[src/rtl/uart_data_receiver.sv]
// 8N1 UART receiver with an incrementing-byte sequence checker for the board Rx pin.
// Define UART_RX_SEQ_CHECK_EN to build the checker; otherwise seq_err/err_count/locked read 0.
module uart_data_receiver #(
  parameter int unsigned CLK_FREQ = 50000000,
  parameter int unsigned BAUD     = 115200
) (
  input  logic        clk_50m,
  input  logic        rst,
  input  logic        Rx,
  input  logic        ready_clr,
  output logic        ready,
  output logic [7:0]  data_out,
  output logic [7:0]  LEDR,
  output logic        frame_err,
  output logic        seq_err,
  output logic [15:0] err_count,
  output logic        locked
);

  localparam int unsigned CLKS_PER_BIT = CLK_FREQ / BAUD;
  localparam int unsigned CNT_W        = (CLKS_PER_BIT > 1) ? $clog2(CLKS_PER_BIT) : 1;
  localparam logic [CNT_W-1:0] BIT_LAST  = CNT_W'(CLKS_PER_BIT - 1);
  localparam logic [CNT_W-1:0] HALF_LAST = CNT_W'(CLKS_PER_BIT / 2 - 1);

  typedef enum logic [2:0] {
    IDLE,
    START,
    DATA,
    STOP,
    WAIT_HIGH
  } state_t;

  state_t           state, state_next;
  logic             rx_m, rx_s;
  logic [CNT_W-1:0] bit_cnt;
  logic [2:0]       bit_idx;
  logic [7:0]       shift_reg;
  logic             cnt_done;
  logic             sample_data;
  logic             accept;
  logic             frame_bad;

  // Two-flop synchroniser; resets to the idle-high line level so reset never looks like a start bit.
  // NOTE: sequential state is assigned with <= so every flop samples pre-edge values.
  always_ff @(posedge clk_50m) begin
    if (rst) begin
      rx_m <= 1'b1;
      rx_s <= 1'b1;
    end else begin
      rx_m <= Rx;
      rx_s <= rx_m;
    end
  end

  always_ff @(posedge clk_50m) begin
    if (rst) state <= IDLE;
    else     state <= state_next;
  end

  // START waits half a bit to land mid-bit; later phases wait a whole bit.
  assign cnt_done = (state == START) ? (bit_cnt == HALF_LAST) : (bit_cnt == BIT_LAST);

  // NOTE: every always_comb output gets a default first so no latch is inferred.
  always_comb begin
    state_next  = state;
    sample_data = 1'b0;
    accept      = 1'b0;
    frame_bad   = 1'b0;
    unique case (state)
      IDLE: begin
        if (!rx_s) state_next = START;
      end
      START: begin
        if (cnt_done) state_next = rx_s ? IDLE : DATA;
      end
      DATA: begin
        if (cnt_done) begin
          sample_data = 1'b1;
          if (bit_idx == 3'd7) state_next = STOP;
        end
      end
      STOP: begin
        if (cnt_done) begin
          if (rx_s) begin
            accept     = 1'b1;
            state_next = IDLE;
          end else begin
            frame_bad  = 1'b1;
            state_next = WAIT_HIGH;
          end
        end
      end
      WAIT_HIGH: begin
        if (rx_s) state_next = IDLE;
      end
      default: state_next = IDLE;
    endcase
  end

  always_ff @(posedge clk_50m) begin
    if (rst) begin
      bit_cnt   <= '0;
      bit_idx   <= 3'd0;
      shift_reg <= 8'h00;
      data_out  <= 8'h00;
      ready     <= 1'b0;
      frame_err <= 1'b0;
    end else begin
      // Counter is held at zero outside the timed phases so each phase starts from a clean count.
      if (state == IDLE || state == WAIT_HIGH || cnt_done) bit_cnt <= '0;
      else                                                 bit_cnt <= bit_cnt + 1'b1;

      if (state != DATA)    bit_idx <= 3'd0;
      else if (sample_data) bit_idx <= bit_idx + 3'd1;

      if (sample_data) shift_reg <= {rx_s, shift_reg[7:1]};

      if (accept) data_out <= shift_reg;

      // A new byte outranks a simultaneous clear so no accepted byte goes unflagged.
      if (accept)         ready <= 1'b1;
      else if (ready_clr) ready <= 1'b0;

      frame_err <= frame_bad;
    end
  end

  assign LEDR = data_out;

`ifdef UART_RX_SEQ_CHECK_EN
  logic [7:0] expected;

  always_ff @(posedge clk_50m) begin
    if (rst) begin
      locked    <= 1'b0;
      expected  <= 8'h00;
      err_count <= 16'h0000;
      seq_err   <= 1'b0;
    end else begin
      seq_err <= 1'b0;
      if (accept) begin
        // Always resynchronise on the received byte so one bad byte costs one error.
        expected <= shift_reg + 8'd1;
        if (!locked) begin
          locked <= 1'b1;
        end else if (shift_reg != expected) begin
          seq_err <= 1'b1;
          if (err_count != 16'hFFFF) err_count <= err_count + 16'd1;
        end
      end
    end
  end
`else
  assign seq_err   = 1'b0;
  assign err_count = 16'h0000;
  assign locked    = 1'b0;
`endif

endmodule

[config.mk]
export PLATFORM = sky130hd
export DESIGN_NAME = uart_data_receiver
export DESIGN_NICKNAME = d
export VERILOG_FILES = /design/src/rtl/uart_data_receiver.sv
export SDC_FILE = /design/constraint.sdc
export NUM_CORES = 1
export LEC_CHECK = 0
export BUFFER_PORTS_ARGS = -buffer_cell sky130_fd_sc_hd__buf_4
export CAP_MARGIN = 20
export CORE_MARGIN = 2
export CORE_UTILIZATION = 57
export DETAILED_ROUTE_END_ITERATION = 6
export PLACE_DENSITY = 0.84
export SYNTH_ARGS = -nofsm -noshare
export SYNTH_HDL_FRONTEND = slang
export SYNTH_SLANG_ARGS = --single-unit
[constraint.sdc]
create_clock -name clk_50m -period 5.3 [get_ports clk_50m]
set_clock_uncertainty 0.15 [all_clocks]
set_input_delay 0.795 -clock clk_50m [delete_from_list [all_inputs] [get_ports clk_50m]]
set_output_delay 0.795 -clock clk_50m [all_outputs]
set_load 0.05 [all_outputs]
== Word level (Yosys, flattened, before mapping) ==
Index checks and enable logic that the tools add are counted.

* Flip-flop bits (word level): 35
* Bits of input ports: 4
* Output and inout bits: 36
* Word-level logic and storage cells: 53

* Add/subtract/negate cells: 2
* Equal/unequal tests: 14
* Mux-type cells: 18
* Bitwise gates (word level): 2
* Reduce and logical (&&, ||, !) cells: 8

{| class="wikitable"
|+ Operators by type and width
! kind !! count
|-
| two-way mux 3 bit || 7
|-
| case mux 3 bit (5 select lines) || 1
|-
| inequality test 2 bit (second input constant) || 6
|-
| adder 9 x 1 -> 9 bit (second input constant) || 1
|-
| == test 9 x 8 -> 1 bit (second input constant) || 1
|-
| == test 9 bit (second input constant) || 1
|-
| two-way mux 1 bit || 9
|-
| == test 3 x 2 -> 1 bit (second input constant) || 2
|-
| == test 3 bit (second input constant) || 2
|-
| AND reduction 6 bit || 1
|-
| OR reduction 2 bit || 2
|-
| adder 3 x 1 -> 3 bit (second input constant) || 1
|-
| == test 3 x 1 -> 1 bit (second input constant) || 1
|-
| logical NOT 3 bit || 1
|-
| inequality test 3 x 2 -> 1 bit (second input constant) || 1
|-
| OR reduction 3 bit || 1
|-
| logical OR 1 bit || 2
|-
| two-way mux 2 bit || 1
|-
| inverter 1 bit || 2
|-
| nonzero test 2 bit || 1
|}

== Longest topological paths before layout ==
Gate-level depths: netlist (run 1).

* Depth after elaboration: 5
* Gate-level depth with buffers: 6
* Depth with buffers taken out: 5

== Least setup slack after synthesis (run 1) ==
OpenSTA, ideal clock, no wires.

* Kind: reg-to-reg
* Start: register state[1]
* End: register bit_cnt[7]
* Library setup time: 0.062 ns
* Arrival time: 1.758 ns
* Required time: 5.088 ns
* Slack: 3.331 ns
* Cell stages (with the launch flop): 7
* Period minus slack after synthesis: 1.969 ns
* Cells stage by stage: dfxtp_1 > buf_2 > or3b_4 > and4_4 > or4_4 > buf_6 > nor2_2

* Cells in the longest elaborated chain, start to end: 4
* Elaborated cells on any way between the ends: 7
* Classes of those cells: 2 x eq/ne; 1 x mux; 4 x reduce/logical

{| class="wikitable"
|+ Ends and longest elaborated chain
! element !! RTL line !! source
|-
| start: declaration || 33 || <nowiki>state_t state, state_next;</nowiki>
|-
| start signal: assignment || 57 || <nowiki>else state <= state_next;</nowiki>
|-
| == test 3 x 1 -> 1 bit, or another cell as far along || 61 || <nowiki>assign cnt_done = (state == START) ? (bit_cnt == HALF_LAST) : (bit_cnt == BIT_LAST);</nowiki>
|-
| two-way mux 1 bit or logical OR 1 bit (tied branches) || 61, 110 ||
|-
| logical OR 1 bit * || 110 || <nowiki>if (state == IDLE || state == WAIT_HIGH || cnt_done) bit_cnt <= '0;</nowiki>
|-
| OR reduction 2 bit (no source line) * || n/a ||
|-
| end signal: assignment || 111 || <nowiki>else bit_cnt <= bit_cnt + 1'b1;</nowiki>
|-
| end: declaration || 35 || <nowiki>logic [CNT_W-1:0] bit_cnt;</nowiki>
|}

Every way passes the cells marked *; elsewhere a longest branch is shown, timed or not.
A chain may end at the register's enable or synchronous reset.

== Worst setup path after layout (run 1) ==
* Start: register state[0]
* End: register data_out[7], in the netlist LEDR[7]

* Cells in the longest elaborated chain, start to end: 4
* Elaborated cells on any way between the ends: 5
* Classes of those cells: 2 x eq/ne; 3 x mux

{| class="wikitable"
|+ Ends and longest elaborated chain
! element !! RTL line !! source
|-
| == test 3 x 1 -> 1 bit || 61 ||
|-
| two-way mux 1 bit || 61 ||
|-
| two-way mux 1 bit || 83 || <nowiki>if (cnt_done) begin</nowiki>
|-
| two-way mux 1 bit * || 69 || <nowiki>unique case (state)</nowiki>
|-
| end signal: assignment || 118 || <nowiki>if (accept) data_out <= shift_reg;</nowiki>
|-
| end: declaration || 12 || <nowiki>output logic [7:0] data_out,</nowiki>
|}

Marked as above.

==> results of run 1 <==
## layout make-up
cell class	instances	area, um^2	area share [%]
clock buffers	6	51.3	2.76
clock inverters	2	35.0	1.89
inverters	1	3.75	0.202
multi-input cells	133	867	46.7
flip-flops and latches	35	701	37.7
well taps	33	41.3	2.22
repair buffers	21	158	8.49
## per-stage QoR
step,cell area (um^2),util [%]
2_1_floorplan,1810,-
3_3_place_gp,1770,59.5
3_5_place_dp,1770,59.5
4_1_cts,1860,62.4
5_1_grt,1860,62.4
6_report,1860,62.4
## worst max path at each step
stage	cells after the start	to	slack, ns
3_3_place_gp	4	LEDR[5]	2.79
2_1_floorplan	6	bit_cnt[7]	3.33
6_report	4	LEDR[7]	2.65
4_1_cts	4	LEDR[7]	2.66
3_5_place_dp	4	LEDR[7]	2.70
5_1_grt	4	LEDR[2]	2.44
## routing by layer
| layer | wire length (um) | part of all wire, % | track usage [%] |
|---|---|---|---|
| met4 | 24 | 0.85 | 8.12 |
| met3 | 183 | 6.5 | 7.86 |
| met5 | 0 | 0 | 0 |
| met2 | 1350 | 48 | 29.4 |
| met1 | 1250 | 44 | 21.4 |
## cell usage in the layout (no fill, tap or decap), drive strengths merged, types with 3 or more instances in the layout
cell    netlist  layout
dfxtp        35      35
nor2         24      24
buf          30      21
conb          1      18
mux2i        17      17
nand2b       17      17
nand3         8       8
nand2         6       6
clkbuf        4       6
xnor2         5       5
a21oi         5       5
xor2          3       3
or2           3       3
ha            3       3
## critical path, delay by kind of cell (launching register included)
kind            cells  cell delay [ns]
compound gates      1             0.93
flops               1             0.45
mux                 1             0.29
simple gates        2             0.76
## report_power, final
group / internal [mW] / switching [mW]
Combinational: 0.00625 / 0.0333
Clock: 0.111 / 0.0901
Sequential: 0.264 / 0.00193
## cells in the mapped netlist
cell / count
a21boi_0: 1
a21o_1: 1
a21oi_1: 5
a311oi_1: 1
a32o_1: 1
and4_4: 1
and4bb_2: 2
buf_2: 2
buf_4: 27
buf_6: 1
clkbuf_1: 4
conb_1: 1
dfxtp_1: 35
ha_1: 3
inv_1: 1
mux2i_1: 17
nand2_1: 6
nand2b_1: 17
nand3_1: 8
nand4_1: 2
nand4bb_1: 1
nor2_1: 16
nor2_2: 8
nor2b_1: 2
nor3_1: 2
nor3b_1: 1
nor4_1: 2
nor4bb_1: 2
o21ai_0: 2
o21ba_2: 1
or2_2: 3
or3b_4: 1
or4_4: 1
xnor2_1: 5
xor2_1: 3
## kinds of logic after synthesis
group | Yosys count | synth area share (%)
other cells | 1 | 0.215
simple gates | 75 | 25.4
xor+xnor | 8 | 4.01
fa+ha+maj | 3 | 2.15
buf+inv | 35 | 13.9
mux | 17 | 9.74
flops | 35 | 40.1
compound gates | 12 | 4.51
==> flow_summary_export.csv, run 1 <==
group,metric,value,unit
status,status,"finished, final reports clean",
pwr,powerDensity,273,nW/um^2
timing,max_freq,0.377,GHz
worst_setup_path,crit_path_top_delay_cell,"a21oi_1",
global_route,grt_pass1_vias,1088,
pwr,power,507,uW
route,vias,1210,
worst_setup_path,critPathMaxFanout,9,
logic_synthesis,synthTopCellsByArea,"dfxtp_1, buf_4, mux2i_1",
layout,finalNonFillerCells,231,
timing,layout_setup_ws,2.65,ns
worst_setup_path,worstPathRequired,5.42,ns
placement,dp_cells,223,
layout,fin_nets,204,
placement,dp_hpwl,2010,um
route,viasPerCell,5.24,
timing,finalHoldViolCount,0,
timing,slew_viol_final,0,
logic_synthesis,ys_seq_area_share,40.1,%
worst_setup_path,r2r_cells,4,
route,drc_errors,0,
timing,hold_slack,0.277,ns
logic_synthesis,synth-seq-cells,35,
global_route,grt_max_degree,34,
worst_setup_path,crit_chain,"or3b_4 -> nand4bb_1 -> a21oi_1 -> mux2i_1",
placement,port_buffers,21,
worst_setup_path,critPathMaxStageDelay,0.93,ns
layout,n_antenna_cell,0,
pwr,vdd_drop_max,0.178,mV
logic_synthesis,syn_area,1750,um^2
timing,tns,0,ns
worst_setup_path,startpoint,"state[0]",
pwr,leakage,0.756,nW
worst_hold_path,min_path_cells,1,
clocking,clock_path_buffers,2,
clocking,post-cts-setup-buffer-count,0,
placement,place.gp.congestion,0.752,
worst_setup_path,r2r-start,"state[0]",
logic_synthesis,yosysWarnings,0,
timing,period_share,50.1,%
worst_hold_path,min_path_type,"reg -> reg",
clocking,numCtsBuffers,5,
clocking,cts_max_level,2,
layout,n_fill_cell,251,
logic_synthesis,syn_area_per_cell,9.39,um^2
global_route,overflow,0,
floorplan,die_w,59.4,um
floorplan,core_area,2980,um^2
worst_setup_path,r2r-end,"LEDR[7]",
global_route,grt_use_total,18.4,%
layout,syn2layout_area_growth,6.30,%
job,maxCapViolCount,0,
placement,place_ws,2.70,ns
worst_setup_path,end_kind,"flip-flop",
timing,grt_setup_unrepaired,"no",
clocking,clock_sinks,35,
worst_setup_path,worstPathArrival,2.77,ns
route,drtPass1Iterations,4,
floorplan,rows,20,
route,finalWirelength,2810,um
global_route,grt_first_pass_wirelength,4720,um
layout,drive_gt1_share,23.2,%
floorplan,initial_core_util,58.7,%
worst_hold_path,min_to,"rx_s",
clocking,clk_latency,0.34,ns
logic_synthesis,synth_top_area_cell,"dfxtp_1",
logic_synthesis,synth_cell_types,35,
logic_synthesis,synthCells,186,
worst_setup_path,path_class,"reg -> reg",
route,wl_per_cell,12.2,um
clocking,cts_resized,0,
timing,setup_viol,0,
clocking,hold_buffers,0,
timing,relSlewSlack,28.8,%
floorplan,die_h,59.4,um
worst_setup_path,cp-start-kind,"flip-flop",
route,postRouteAntennaNets,0,
timing,min_period,2.65,ns
clocking,clockRootBuffer,"clkbuf_4",
floorplan,ios,40,
worst_setup_path,reg2reg_slack,2.65,ns
layout,largest_register_ffs,9,
worst_hold_path,worstHoldStart,"rx_m",
route,drtIter0Drc,30,
timing,worstMarginPinSlew,1.07,ns
logic_synthesis,synth_top_area_share,40.1,%
floorplan,die-area,3520,um^2
global_route,antenna_found_initial,0,
clocking,clk_pin_slew_worst_paths,0.10,ns
clocking,cts_tree,"yes",
Power figures use the tool's default switching activity.
==> inputs of run 2 (changes only) <==
CORE_UTILIZATION = 48   (was 57)
PLACE_DENSITY = 0.75   (was 0.84)
clock period = 2.32 ns   (was 5.3 ns; I/O delays follow)
==> flow_summary_export.csv, run 2 (synthesis gave the netlist of run 1 again) <==
group,metric,value,unit
route,finalWirelength,2620,um
clocking,clk_latency,0.34,ns
global_route,grt_use_met2,22.0,%
worst_setup_path,path_class,"reg -> reg",
timing,hold_slack,0.0366,ns
timing,layout_setup_ws,0.250,ns
timing,slew_viol_final,0,
clocking,cts_tree,"yes",
placement,dp_hpwl,1890,um
timing,grt_setup_unrepaired,"no",
placement,dp_cells,240,
worst_setup_path,critPathMaxFanout,9,
global_route,grt_use_total,13.9,%
global_route,grt_max_degree,34,
timing,min_period,2.07,ns
floorplan,core_area,3420,um^2
placement,place.gp.congestion,0.751,
global_route,grt_pass1_vias,1021,
worst_setup_path,worstPathRequired,2.44,ns
worst_setup_path,worstPathArrival,2.19,ns
floorplan,die_w,64.3,um
pwr,power,1.01,mW
clocking,clockRootBuffer,"clkbuf_4",
status,status,"finished, final reports clean",
clocking,clock_path_buffers,2,
global_route,grt_first_pass_wirelength,4370,um
placement,place_ws,0.266,ns
layout,syn2layout_area_growth,7.09,%
global_route,use_met3,4.75,%
floorplan,die_h,64.3,um
worst_setup_path,cp-start-kind,"flip-flop",
layout,final_common_cell,"dfxtp_1",
layout,n_antenna_cell,0,
placement,place_area,1820,um^2
clocking,hold_buffers,0,
layout,fin_nets,208,
global_route,antenna_found_initial,0,
global_route,overflow,0,
pwr,powerDensity,540,nW/um^2
clocking,cts_resized,0,
route,drc_errors,0,
worst_setup_path,critPathMaxStageDelay,0.62,ns
clocking,numCtsBuffers,5,
timing,max_freq,0.483,GHz
timing,period_share,89.2,%
pwr,leakage,0.755,nW
timing,setup_viol,0,
global_route,use_met1,16.5,%
layout,largest_register_ffs,9,
timing,tns,0,ns
route,viasPerCell,4.78,
floorplan,rows,21,
clocking,clock_sinks,35,
route,drtIter0Drc,33,
pwr,vdd_drop_max,0.372,mV
clocking,clk_pin_slew_worst_paths,0.10,ns
worst_setup_path,crit_path_top_delay_cell,"or4_4",
layout,fin_area,1870,um^2
layout,finalNonFillerCells,248,
placement,port_buffers,21,
floorplan,initial_core_util,51.1,%
route,drtPass1Iterations,6,
route,postRouteAntennaNets,0,
route,wl_per_cell,10.6,um
floorplan,ios,40,
layout,final_cell_mix,"dfxtp_1, buf_4, conb_1, mux2i_1, nand2b_1",
floorplan,die-area,4140,um^2
clocking,cts_max_level,2,
worst_setup_path,end_kind,"flip-flop",
layout,postLayoutCoreUtil,54.8,%
route,vias,1186,
job,maxCapViolCount,0,
worst_setup_path,crit_chain,"or3b_4 -> and4_4 -> or4_4 -> nor2_2",
clocking,post-cts-setup-buffer-count,0,
layout,drive_gt1_share,24.3,%
global_route,busiest_layer,"met2",
worst_hold_path,min_path_type,"in -> reg",
timing,finalHoldViolCount,0,
[run 2: layout make-up]
class                      count  area [um^2]
clock buffer                   6         41.3
clock inverter                 2         12.5
fill                         313         1550
inverter                       1         3.75
multi-input combinational    133          867
sequential                    35          701
tap                           46         57.6
timing repair buffer          25          188
[run 2: final timing paths]
kind                endpoint  startpoint  depth (start not counted)  slack, ns
setup / recovery  bit_cnt[3]    state[0]                          4       0.25
hold / removal          rx_m          Rx                          2       0.04
setup reg to reg  bit_cnt[3]    state[0]                          4       0.25
hold reg to reg         rx_s        rx_m                          1       0.27
[run 2: routing by layer]
metal / wire length, um / vias to the layer above
met3: 161 / 6
met2: 1160 / 36
li1: - / 612
met1: 1240 / 532
met4: 58 / 0
met5: 0 / -
[run 2: report_power, final]
| group | switching (mW) | leakage [nW] | total, mW | internal (mW) |
|---|---|---|---|---|
| Sequential | 0.00422 | 0.282 | 0.608 | 0.604 |
| Clock | 0.195 | 0.0282 | 0.312 | 0.117 |
| Combinational | 0.0761 | 0.444 | 0.0904 | 0.0143 |
| Total | 0.276 | 0.755 | 1.01 | 0.735 |
[run 2: worst max-delay path, delay by kind of cell (launching register included)]
| family | cells | cell delay, ns |
|---|---|---|
| DFF | 1 | 0.45 |
| and+or+nand+nor | 4 | 1.41 |
==> inputs of run 3 (changes only) <==
PLACE_DENSITY = unset   (was 0.75)
PLACE_DENSITY_LB_ADDON = 0.05   (was unset)
==> flow_summary_export.csv, run 3 (synthesis gave the netlist of run 1 again) <==
group,metric,value,unit
status,status,"finished, final reports clean",
clocking,clockRootBuffer,"clkbuf_4",
worst_setup_path,end_kind,"flip-flop",
route,drc_errors,0,
clocking,clock_path_buffers,2,
global_route,overflow,0,
timing,min_period,2.13,ns
layout,postLayoutCoreUtil,54.8,%
clocking,numCtsBuffers,5,
worst_setup_path,startpoint,"state[0]",
layout,seqCellArea,701,um^2
route,postRouteAntennaNets,0,
clocking,cts_max_level,2,
route,finalWirelength,2790,um
worst_setup_path,worstPathRequired,2.44,ns
floorplan,die_w,64.3,um
worst_setup_path,r2r_cells,4,
global_route,grt_max_degree,34,
route,vias,1194,
worst_setup_path,critPathMaxStageDelay,0.48,ns
worst_setup_path,cp_top_family,"simple AND/OR/NAND/NOR gates",
clocking,hold_buffers,0,
timing,period_share,91.8,%
layout,largest_register_ffs,9,
layout,drive_gt1_share,24.4,%
floorplan,rows,21,
worst_setup_path,cp_num_cells,4,
timing,slew_viol_final,0,
timing,setup_viol,0,
timing,finalHoldViolCount,0,
clocking,clk_latency,0.32,ns
layout,multi_input_area,867,um^2
worst_setup_path,r2r-end,"state[2]",
layout,n_fill_cell,316,
route,drtPass1Iterations,4,
layout,n_antenna_cell,0,
job,maxCapViolCount,0,
pwr,leakage,0.761,nW
clocking,clock_sinks,35,
worst_setup_path,crit_path_top_delay_cell,"a21boi_0",
timing,max_freq,0.470,GHz
worst_setup_path,critPathMaxFanout,8,
global_route,grt_pass1_vias,1115,
placement,port_buffers,21,
worst_setup_path,crit_chain,"or3b_4 -> nand4bb_1 -> a21boi_0 -> a32o_1",
floorplan,die_h,64.3,um
layout,syn2layout_area_growth,7.24,%
timing,worstMarginPinSlew,0.503,ns
worst_hold_path,min_path_type,"in -> reg",
floorplan,initial_core_util,51.1,%
route,drtIter0Drc,78,
global_route,grt_first_pass_wirelength,4720,um
worst_setup_path,crit_buf_inv,0,
timing,grt_setup_unrepaired,"no",
pwr,vdd_drop_max,0.392,mV
floorplan,core_area,3420,um^2
worst_setup_path,r2r-start,"state[0]",
timing,relSlewSlack,66.0,%
clocking,cts_resized,0,
layout,fin_nets,208,
placement,place.gp.congestion,0.775,
clocking,post-cts-setup-buffer-count,0,
route,viasPerCell,4.83,
worst_setup_path,reg2reg_slack,0.19,ns
pwr,powerDensity,550,nW/um^2
layout,final_common_cell,"dfxtp_1",
layout,final_cell_mix,"dfxtp_1, buf_4, conb_1, mux2i_1, nand2b_1",
worst_setup_path,cp-start-kind,"flip-flop",
clocking,cts_tree,"yes",
global_route,grt_use_total,14.8,%
timing,tns,0,ns
floorplan,ios,40,
route,wl_per_cell,11.3,um
worst_hold_path,min_path_cells,2,
floorplan,die-area,4140,um^2
worst_setup_path,endpoint,"state[2]",
placement,dp_hpwl,2010,um
global_route,antenna_found_initial,0,
worst_setup_path,worstPathArrival,2.25,ns
clocking,clk_pin_slew_worst_paths,0.10,ns
worst_setup_path,path_class,"reg -> reg",
[run 3: cell types whose count changed in the layout (fill, tap and decap cells not counted), sizes merged]
| cell | delta |
|---|---|
| clkinvlp | -1 |
[run 3: metal layers]
metal  vias to the layer above  wire, um  global-route usage [%]
met5                         -         0                       0
met4                         0        13                    3.99
met3                         2       144                    5.81
met2                        34      1340                    25.7
met1                       551      1290                    16.8
li1                        607         -                       -
[run 3: worst min path at each step]
stage / from / to / slack [ns]
after floorplan: rx_m / rx_s / 0.24
after global placement: rx_m / rx_s / 0.25
after detailed placement: rx_m / rx_s / 0.25
after CTS: Rx / rx_m / 0.04
after global routing: Rx / rx_m / 0.03
final: Rx / rx_m / 0.06
[run 3: cell type report]
cell class / instances / share of cell area, %
Inverter: 1 / 0.200
Timing Repair Buffer: 25 / 10.0
Sequential cell: 35 / 37.4
Clock inverter: 1 / 0.267
Clock buffer: 6 / 2.74
Tap cell: 46 / 3.07
Multi-Input combinational cell: 133 / 46.3
[run 3: stage by stage]
| step | cells | power [mW] | cell area [um^2] | setup slack, ns | hold slack (ns) |
|---|---|---|---|---|---|
| final | 247 | 1.03 | 1870 | 0.190 | 0.0595 |
| after global routing | 247 | 1.08 | 1870 | 0.0703 | 0.0265 |
| after CTS | 247 | 1.05 | 1870 | 0.201 | 0.0428 |
| after detailed placement | 240 | 0.713 | 1820 | 0.237 | 0.248 |
| after global placement | 240 | 0.712 | 1820 | 0.294 | 0.253 |
| after floorplan | 203 | 0.729 | 1810 | 0.351 | 0.239 |
[run 3: report_power, final]
group          internal (mW)  total, mW  switching (mW)  leakage (nW)
clock                  0.141      0.331           0.190        0.0341
combinational         0.0142     0.0910          0.0767         0.444
sequential             0.604      0.608         0.00431         0.282
